[src/rtl/stack_arbiter_pkg.sv]
// stack_arbiter_pkg: shared types and default sizes for the two-client stack arbiter.
package stack_arbiter_pkg;
    localparam int DEF_DATA_W = 4;
    localparam int DEF_IDX_W  = 3;
    localparam int DEF_DEPTH  = 5;
    typedef enum logic [1:0] {NOP = 2'b00, PUSH = 2'b01, POP = 2'b10, GET = 2'b11} cmd_e;
    typedef enum logic [1:0] {IDLE, ISSUE, CAPTURE} state_e;
endpackage

[src/rtl/stack_arbiter_if.sv]
// stack_arbiter_if: two-client request/response bus; client i owns bit i / slice i of each field.
interface stack_arbiter_if #(parameter int DATA_W = 4, parameter int IDX_W = 3);
    logic [1:0]          req_valid;
    logic [1:0]          req_ready;
    logic [3:0]          req_cmd;
    logic [2*IDX_W-1:0]  req_index;
    logic [2*DATA_W-1:0] req_data;
    logic [1:0]          rsp_valid;
    logic [DATA_W-1:0]   rsp_data;
    logic                rsp_err;
    modport master (output req_valid, req_cmd, req_index, req_data,
                    input  req_ready, rsp_valid, rsp_data, rsp_err);
    modport slave  (input  req_valid, req_cmd, req_index, req_data,
                    output req_ready, rsp_valid, rsp_data, rsp_err);
endinterface

[src/rtl/stack_arbiter_rr.sv]
// rr_arbiter_2: two-way round-robin; when both request, the client not granted last wins.
module rr_arbiter_2 (
    input  logic       clk,
    input  logic       reset,
    input  logic [1:0] req,
    input  logic       advance,
    output logic [1:0] gnt
);
    logic fav;
    always_comb gnt = req[fav] ? (fav ? 2'b10 : 2'b01) : req[!fav] ? (fav ? 2'b01 : 2'b10) : 2'b00;
    always_ff @(posedge clk)
        if (reset) fav <= 1'b0;
        else if (advance && |gnt) fav <= gnt[0];
endmodule

[src/rtl/stack_arbiter.sv]
// stack_arbiter: shares one stack between two clients; accept -> issue -> capture -> respond,
// with occupancy tracking so illegal operations are answered with an error and never reach the stack.
module stack_arbiter
    import stack_arbiter_pkg::*;
#(
    parameter int DATA_W = DEF_DATA_W,
    parameter int IDX_W  = DEF_IDX_W,
    parameter int DEPTH  = DEF_DEPTH
) (
    input  logic              clk,
    input  logic              reset,
    stack_arbiter_if.slave    bus,
    output logic              stk_reset,
    output logic [1:0]        stk_command,
    output logic [IDX_W-1:0]  stk_index,
    output logic [DATA_W-1:0] stk_wdata,
    input  logic [DATA_W-1:0] stk_rdata,
    output logic [IDX_W:0]    count,
    output logic              busy
);
    localparam logic [IDX_W:0] FULL = (IDX_W+1)'(DEPTH);
    state_e state, state_nx;
    cmd_e cmd_q, win_cmd;
    logic [IDX_W-1:0] idx_q, win_idx;
    logic [DATA_W-1:0] data_q, win_data;
    logic client_q, win_client, err_q, win_err, accept, active;
    logic [1:0] gnt, req_live;
    assign req_live = state == IDLE ? bus.req_valid : 2'b00;
    rr_arbiter_2 u_rr (.clk(clk), .reset(reset), .req(req_live), .advance(accept), .gnt(gnt));
    assign stk_reset = reset;
    assign bus.req_ready = accept ? gnt : 2'b00;
    always_comb begin
        accept     = !reset && |req_live;
        win_client = gnt[1];
        win_cmd    = cmd_e'(win_client ? bus.req_cmd[3:2] : bus.req_cmd[1:0]);
        win_idx    = win_client ? bus.req_index[2*IDX_W-1:IDX_W] : bus.req_index[IDX_W-1:0];
        win_data   = win_client ? bus.req_data[2*DATA_W-1:DATA_W] : bus.req_data[DATA_W-1:0];
        win_err    = (win_cmd == PUSH && count == FULL) || (win_cmd == POP && count == '0) ||
                     (win_cmd == GET && {1'b0, win_idx} >= count);
        state_nx   = state == IDLE ? (accept ? ISSUE : IDLE) : state == ISSUE ? CAPTURE : IDLE;
        active     = state == ISSUE && !reset && !err_q && cmd_q != NOP;
        stk_command = active ? cmd_q : NOP;
        stk_index  = active ? idx_q : '0;
        stk_wdata  = active ? data_q : '0;
        busy       = state != IDLE;
    end
    always_ff @(posedge clk) begin
        if (reset) begin
            state         <= IDLE;
            count         <= '0;
            cmd_q         <= NOP;
            idx_q         <= '0;
            data_q        <= '0;
            client_q      <= 1'b0;
            err_q         <= 1'b0;
            bus.rsp_valid <= 2'b00;
            bus.rsp_data  <= '0;
            bus.rsp_err   <= 1'b0;
        end else begin
            state         <= state_nx;
            bus.rsp_valid <= 2'b00;
            if (accept) begin
                cmd_q    <= win_cmd;
                idx_q    <= win_idx;
                data_q   <= win_data;
                client_q <= win_client;
                err_q    <= win_err;
            end
            if (active && cmd_q == PUSH) count <= count + 1'b1;
            else if (active && cmd_q == POP) count <= count - 1'b1;
            // Stack read data is valid in CAPTURE, one cycle after the POP/GET edge.
            if (state == CAPTURE) begin
                bus.rsp_valid <= client_q ? 2'b10 : 2'b01;
                bus.rsp_data  <= (!err_q && (cmd_q == POP || cmd_q == GET)) ? stk_rdata : '0;
                bus.rsp_err   <= err_q;
            end
        end
    end
endmodule

[src/flat_wrapper.sv]
// flat-port wrapper written by rule: the top's interface ports become plain ports
module stack_arbiter_flat import stack_arbiter_pkg::*;
#(
    parameter int DATA_W = DEF_DATA_W,
    parameter int IDX_W  = DEF_IDX_W,
    parameter int DEPTH  = DEF_DEPTH
)
  (clk, reset, stk_reset, stk_command, stk_index, stk_wdata, stk_rdata, count, busy, bus_req_valid, bus_req_cmd, bus_req_index, bus_req_data, bus_req_ready, bus_rsp_valid, bus_rsp_data, bus_rsp_err);
  stack_arbiter_if #(.DATA_W(DATA_W), .IDX_W(IDX_W)) bus_i ();
  input  logic clk;
  input  logic reset;
  output logic stk_reset;
  output logic [1:0] stk_command;
  output logic [IDX_W-1:0] stk_index;
  output logic [DATA_W-1:0] stk_wdata;
  input  logic [DATA_W-1:0] stk_rdata;
  output logic [IDX_W:0] count;
  output logic busy;
  input wire logic [$bits(bus_i.req_valid)-1:0] bus_req_valid;
  input wire logic [$bits(bus_i.req_cmd)-1:0] bus_req_cmd;
  input wire logic [$bits(bus_i.req_index)-1:0] bus_req_index;
  input wire logic [$bits(bus_i.req_data)-1:0] bus_req_data;
  output wire logic [$bits(bus_i.req_ready)-1:0] bus_req_ready;
  output wire logic [$bits(bus_i.rsp_valid)-1:0] bus_rsp_valid;
  output wire logic [$bits(bus_i.rsp_data)-1:0] bus_rsp_data;
  output wire logic [$bits(bus_i.rsp_err)-1:0] bus_rsp_err;
  assign bus_i.req_valid = bus_req_valid;
  assign bus_i.req_cmd = bus_req_cmd;
  assign bus_i.req_index = bus_req_index;
  assign bus_i.req_data = bus_req_data;
  assign bus_req_ready = bus_i.req_ready;
  assign bus_rsp_valid = bus_i.rsp_valid;
  assign bus_rsp_data = bus_i.rsp_data;
  assign bus_rsp_err = bus_i.rsp_err;
  stack_arbiter #(.DATA_W(DATA_W), .IDX_W(IDX_W), .DEPTH(DEPTH)) u_core (.clk(clk), .reset(reset), .bus(bus_i), .stk_reset(stk_reset), .stk_command(stk_command), .stk_index(stk_index), .stk_wdata(stk_wdata), .stk_rdata(stk_rdata), .count(count), .busy(busy));
endmodule
[config.mk]
export PLATFORM = sky130hd
export DESIGN_NAME = stack_arbiter_flat
export DESIGN_NICKNAME = d
export VERILOG_FILES = /design/src/rtl/stack_arbiter_pkg.sv /design/src/rtl/stack_arbiter_if.sv /design/src/rtl/stack_arbiter_rr.sv /design/src/rtl/stack_arbiter.sv /design/src/flat_wrapper.sv
export SDC_FILE = /design/constraint.sdc
export NUM_CORES = 1
export LEC_CHECK = 0
export CAP_MARGIN = 20
export CORE_MARGIN = 2
export CORE_UTILIZATION = 60
export CTS_CLUSTER_SIZE = 30
export DETAILED_ROUTE_END_ITERATION = 16
export DONT_BUFFER_PORTS = 1
export PLACE_DENSITY = 0.88
export SKIP_CTS_REPAIR_TIMING = 1
export SYNTH_ARGS = -nofsm -noshare
export SYNTH_HDL_FRONTEND = slang
export SYNTH_SLANG_ARGS = --single-unit
[constraint.sdc]
create_clock -name clk -period 7.35 [get_ports clk]
set_input_delay 0 -clock clk [delete_from_list [all_inputs] [get_ports clk]]
set_output_delay 0 -clock clk [all_outputs]
set_load 0.005 [all_outputs]
After elaboration in Yosys (flattened, before gate mapping) --
Cells that the tools add are included.
Storage, ports and cells: register bits after elaboration 25
Cells by class: add/subtract/negate cells 2, order comparisons 3, equal/unequal tests 9, multiplexer cells 23, bitwise operators 1, reduce and logical (&&, ||, !) cells 25
Operators by type and width (count):
- $mux W2 | 11
- $mux W4 | 5
- $logic_and A1 B1 Y1 | 11
- $eq A2 B2 Y1 const B | 5
- $eq A2 B1 Y1 const B | 3
- $mux W3 | 2
- $reduce_bool A2 Y1 | 3
- $reduce_or A2 Y1 | 3
- $mux W1 | 5
- $add A4 B1 Y4 const B | 1
- $eq A4 B3 Y1 const B | 1
- $ge A3 B4 Y1 | 1
- $logic_not A4 Y1 | 1
- $lt A1 B2 Y1 const B | 2
- $sub A4 B1 Y4 const B | 1
- $logic_not A1 Y1 | 3
- $logic_or A1 B1 Y1 | 3
- $logic_not A2 Y1 | 1
- $not A1 Y1 | 1

Longest topological paths before layout --
depth after elaboration 11, depth in mapped cells 10, depth with buffers taken out 9

Cells and area by module --
From an unflattened synthesis, not the netlist that was laid out.
Unflattened totals: cell total of the unflattened synthesis 145, area, all modules 1332.5 um^2
Modules (own cells, without submodules):
- stack_arbiter | times used 1, cells each 138, area each 1267.5 um^2
- rr_arbiter_2 | times used 1, cells each 7, area each 65.1 um^2

Worst setup path after synthesis --
OpenSTA, ideal clock, no wires.
kind flip-flop to flip-flop, start point reg u_core.cmd_q[0], end point reg u_core.count[3], library setup time 0.130 ns, arrival 2.189 ns, required time 7.220 ns, slack 5.030 ns, cell stages (with the launch flop) 10, path buffers 1, clock period less this slack 2.320 ns, path through dfxtp_1 -> clkbuf_1 -> nor2_1 -> nor3_1 -> nand3b_1 -> ha_1 -> a21o_1 -> a21o_1 -> a221oi_1 -> o31ai_1
On the way: cells in the longest elaborated chain, start to end 4, elaborated cells on any way between the ends 8
RTL lines:
- start, declared | line stack_arbiter.sv:23 | cmd_e cmd_q, win_cmd;
- start signal, assigned | line stack_arbiter.sv:63 | cmd_q <= win_cmd;
- $reduce_bool A2 Y1 | line stack_arbiter.sv:41 | active = state == ISSUE && !reset && !err_q && cmd_q != NOP;
- $logic_and A1 B1 Y1 | line stack_arbiter.sv:41
- $logic_and A1 B1 Y1, on equally long branches | line stack_arbiter.sv:69, stack_arbiter.sv:70
- $mux W4 / $reduce_bool A2 Y1 (equally long branches)
- end signal, assigned | line stack_arbiter.sv:69 | if (active && cmd_q == PUSH) count <= count + 1'b1;
- end signal, assigned | line stack_arbiter.sv:70 | else if (active && cmd_q == POP) count <= count - 1'b1;
- end, declared | line stack_arbiter.sv:18 | output logic [IDX_W:0] count,
Several ways; a longest one is shown, not always the timed one. A chain may end at the register's enable or synchronous reset.

Final worst setup path --
start point in reset, end point reg u_core.count[3]
On the way: cells in the longest elaborated chain, start to end 6, elaborated cells on any way between the ends 8
RTL lines:
- start, declared | line flat_wrapper.sv:11 | input logic reset;
- $logic_not A1 Y1 | line stack_arbiter.sv:41
- $logic_and A1 B1 Y1 (3 in a row) | line stack_arbiter.sv:41
- $logic_and A1 B1 Y1, on equally long branches | line stack_arbiter.sv:69, stack_arbiter.sv:70
- $mux W4 / $reduce_bool A2 Y1 (equally long branches)
Several ways; a longest one is shown, not always the timed one.

==> metrics.csv <==
stage,metric,value,unit
sta,fin_crit_sh,43.2,%
power,leakage,0.000679,uW
final_layout,final_nets,200,
critical_path,cp.depth,10,
placement,place_congestion,0.839,
critical_path,path_class,primary input to flop,
sta,period_needed,3170,ps
final_layout,final_util,72.7,%
grt,grt_first_pass_wirelength,4.84,mm
final_layout,synthToLayoutAreaGrowth,16.0,%
power,powerDensity,182,nW/um2
critical_path,endpoint_kind,flop,
final_layout,final_cell_mix,"25 x dfxtp_1, 22 x nor2_1, 19 x dlygate4sd3_1",
critical_path,crit_chain,"dlygate4sd3_1, nor2_1, nand2_1, nor3_1, nand3b_1, ha_1, a21o_1, a2111oi_0, a221oi_1, o31ai_1",
clock_network,htree_num_levels,1,
critical_path,cp_top_family,simple AND/OR/NAND/NOR gates,
final_layout,layout_commonest_cell,dfxtp_1,
final_layout,antenna_cells,0,
drt,route.detailed.drc,0,
floorplanning,fp-row-count,17,
drt,viasPerCell,6.19,
logic_synthesis,netlist_instances,152,
logic_synthesis,synth_area_leader_cell,dfxtp_1,
logic_synthesis,synth_area_leaders,"dfxtp_1 37%, mux2i_1 6.6%, nor2_1 6.1%",
critical_path,crit_buf_inv,1,
grt,grt-ovfl-total,0,
clock_network,cts_tree,built,
drt,ant_nets,0,
status,violations,negative hold slack,
clock_network,clock-sinks,25,
final_layout,fillCellCount,164,
logic_synthesis,synthArstFlopShare,0,%
sta,slew_headroom,44.4,%
final_layout,drive_gt1_share,7.78,%
critical_path,reg2reg_depth,9,
floorplanning,ios,50,
critical_path,max_stage_delay,810,ps
sta,final.setup.tns,0,ps
status,status,"complete, but fails checks",
sta,tightest_slew,827,ps
critical_path,cp_slowest_cell,dlygate4sd3_1,
grt,track_usage,23.9,%
placement,pre_cts_ws,4420,ps
sta,skew,7.83,ps
drt,dr.pass1.iters,4,
clock_network,ctsLongestPathBuffers,2,
floorplanning,core_area,2170,um2
logic_synthesis,syn_nets,184,
critical_path,crit_required,7590,ps
placement,io_buffers,0,
sta,hold_violations,1,
grt,grt_max_degree,28,
min_path,hold_depth,3,
grt,grt_pass1_vias,1090,
logic_synthesis,synth_top_area_share,36.8,%
logic_synthesis,ys_ff_latch,25,
critical_path,cp_max_fo,21,
sta,worst_slack,4180,ps
clock_network,path_clk_slew,150,ps
critical_path,arrival,3410,ps
clock_network,cts-root-buf,clkbuf_4,
power,ir_drop,119,uV
run,max_cap_violations,0,
min_path,hold_path.class,primary input to flop,
logic_synthesis,synthFlopType,dfxtp_1,
logic_synthesis,synth_warnings,0,
drt,wl_per_cell,17.1,um
critical_path,critPathLaunchType,primary input,
sta,max_freq,315,MHz
logic_synthesis,ys_types,40,
drt,vias,1207,
logic_synthesis,avgSynthCellArea,8.95,um2
floorplanning,dieArea,2660,um2
clock_network,cts-buffers-inserted,3,
placement,dp_hpwl,2.26,mm
sta,whs,-15.2,ps
logic_synthesis,syn_area,1360,um2
placement,postPlaceCellArea,1360,um2
logic_synthesis,synth_edf_count,0,
floorplanning,start_util,62.7,%
floorplanning,fp.dieW,51.6,um
final_layout,fin_area,1580,um2
floorplanning,die_h,51.6,um
sta,rsz0062_at_grt,false,
grt,antenna_found_initial,0,
logic_synthesis,synth_seq_area_share,36.8,%
drt,drtIter0Drc,37,
sta,setup_viol,0,
sta,drv_slew,0,
clock_network,clk_latency,320,ps
drt,drt_wl_total,3.34,mm
cell type report:
| cell class | count | area [um2] | share of cell area (%) |
|---|---|---|---|
| Inverter | 5 | 18.8 | 1.19 |
| Clock buffer | 3 | 22.5 | 1.43 |
| Clock inverter | 1 | 7.51 | 0.476 |
| Tap cell | 28 | 35.0 | 2.22 |
| Sequential cell | 25 | 500 | 31.7 |
| Multi-Input combinational cell | 113 | 796 | 50.4 |
| Timing Repair Buffer | 20 | 198 | 12.5 |
worst register-to-register path, cell delays in order, from the launching register on:
cell and delay, ps:
dfxtp_1 390, nor2_1 140, nand2_1 120, nor3_1 700
nand3b_1 300, ha_1 360, a21o_1 200, a2111oi_0 490
a221oi_1 110, o31ai_1 90
cell families (layout without fill, tap and decap cells):
logic type      after synthesis  in the layout  synth area share, %
fa+ha+maj                     6              6                 6.07
xor+xnor                      3              3                 1.93
compound gates               30             30                 16.5
simple gates                 63             63                 25.2
mux                          11             11                 8.83
flops                        25             25                 36.8
buf+inv                      14             29                 4.69
per-layer routing:
| layer | part of all wire [%] | global-route usage, % | vias to the layer above |
|---|---|---|---|
| met2 | 51 | 41.7 | 62 |
| li1 | - | - | 569 |
| met4 | 2.1 | 9.65 | 0 |
| met5 | 0 | 0 | - |
| met3 | 7.2 | 4.02 | 8 |
| met1 | 40 | 29.3 | 568 |
power breakdown:
part / switching [uW] / leakage [uW] / internal (uW)
Clock: 42.8 / 0.0000139 / 20.8
Combinational: 31.7 / 0.000460 / 34.3
Sequential: 11.4 / 0.000205 / 146
cell usage after synthesis (2+ instances only):
cell and count:
dfxtp_1 25, nor2_1 22, a211oi_1 9, and2_1 9
mux2i_1 9, clkbuf_1 7, nand2_1 7, ha_1 5
inv_1 5, a22oi_1 4, nor3_1 4, nor2b_1 3
nor3b_1 3, o211ai_1 3, o21ai_0 3, xor2_1 3
a21o_1 2, a21oi_1 2, mux2_4 2, nand3b_1 2
o311a_1 2, or2_2 2, or3b_2 2
path summary, 6_finish.rpt:
path                                 from                                  to  slack (ps)
min reg2reg  u_core.client_q$_SDFFE_PP0P_  u_core.bus.rsp_valid[0]$_SDFF_PP0_         460
max                                 reset        u_core.count[3]$_SDFFE_PP0P_        4180
min                      bus_req_valid[0]        u_core.u_rr.fav$_SDFFE_PP0P_         -20
max reg2reg    u_core.state[1]$_SDFF_PP0_        u_core.count[3]$_SDFFE_PP0P_        4380
per-stage QoR:
step / std cells / power (uW)
floorplan: 152 / 204
global placement: 172 / 209
detailed placement: 172 / 213
CTS: 176 / 274
global route: 195 / 301
finish: 195 / 287
state kept, by name, summed over array words and instances, names as in the netlist:
| register | cells |
|---|---|
| u_core.count | 4 |
| u_core.state | 2 |
| u_core.cmd_q | 2 |
| u_core.client_q | 1 |
| u_core.bus.rsp_data | 4 |
| u_core.idx_q | 3 |
| u_core.data_q | 4 |
| u_core.bus.rsp_err | 1 |
| u_core.err_q | 1 |
| u_core.bus.rsp_valid | 2 |
| u_core.u_rr.fav | 1 |
(Power assumes the default switching activity.)
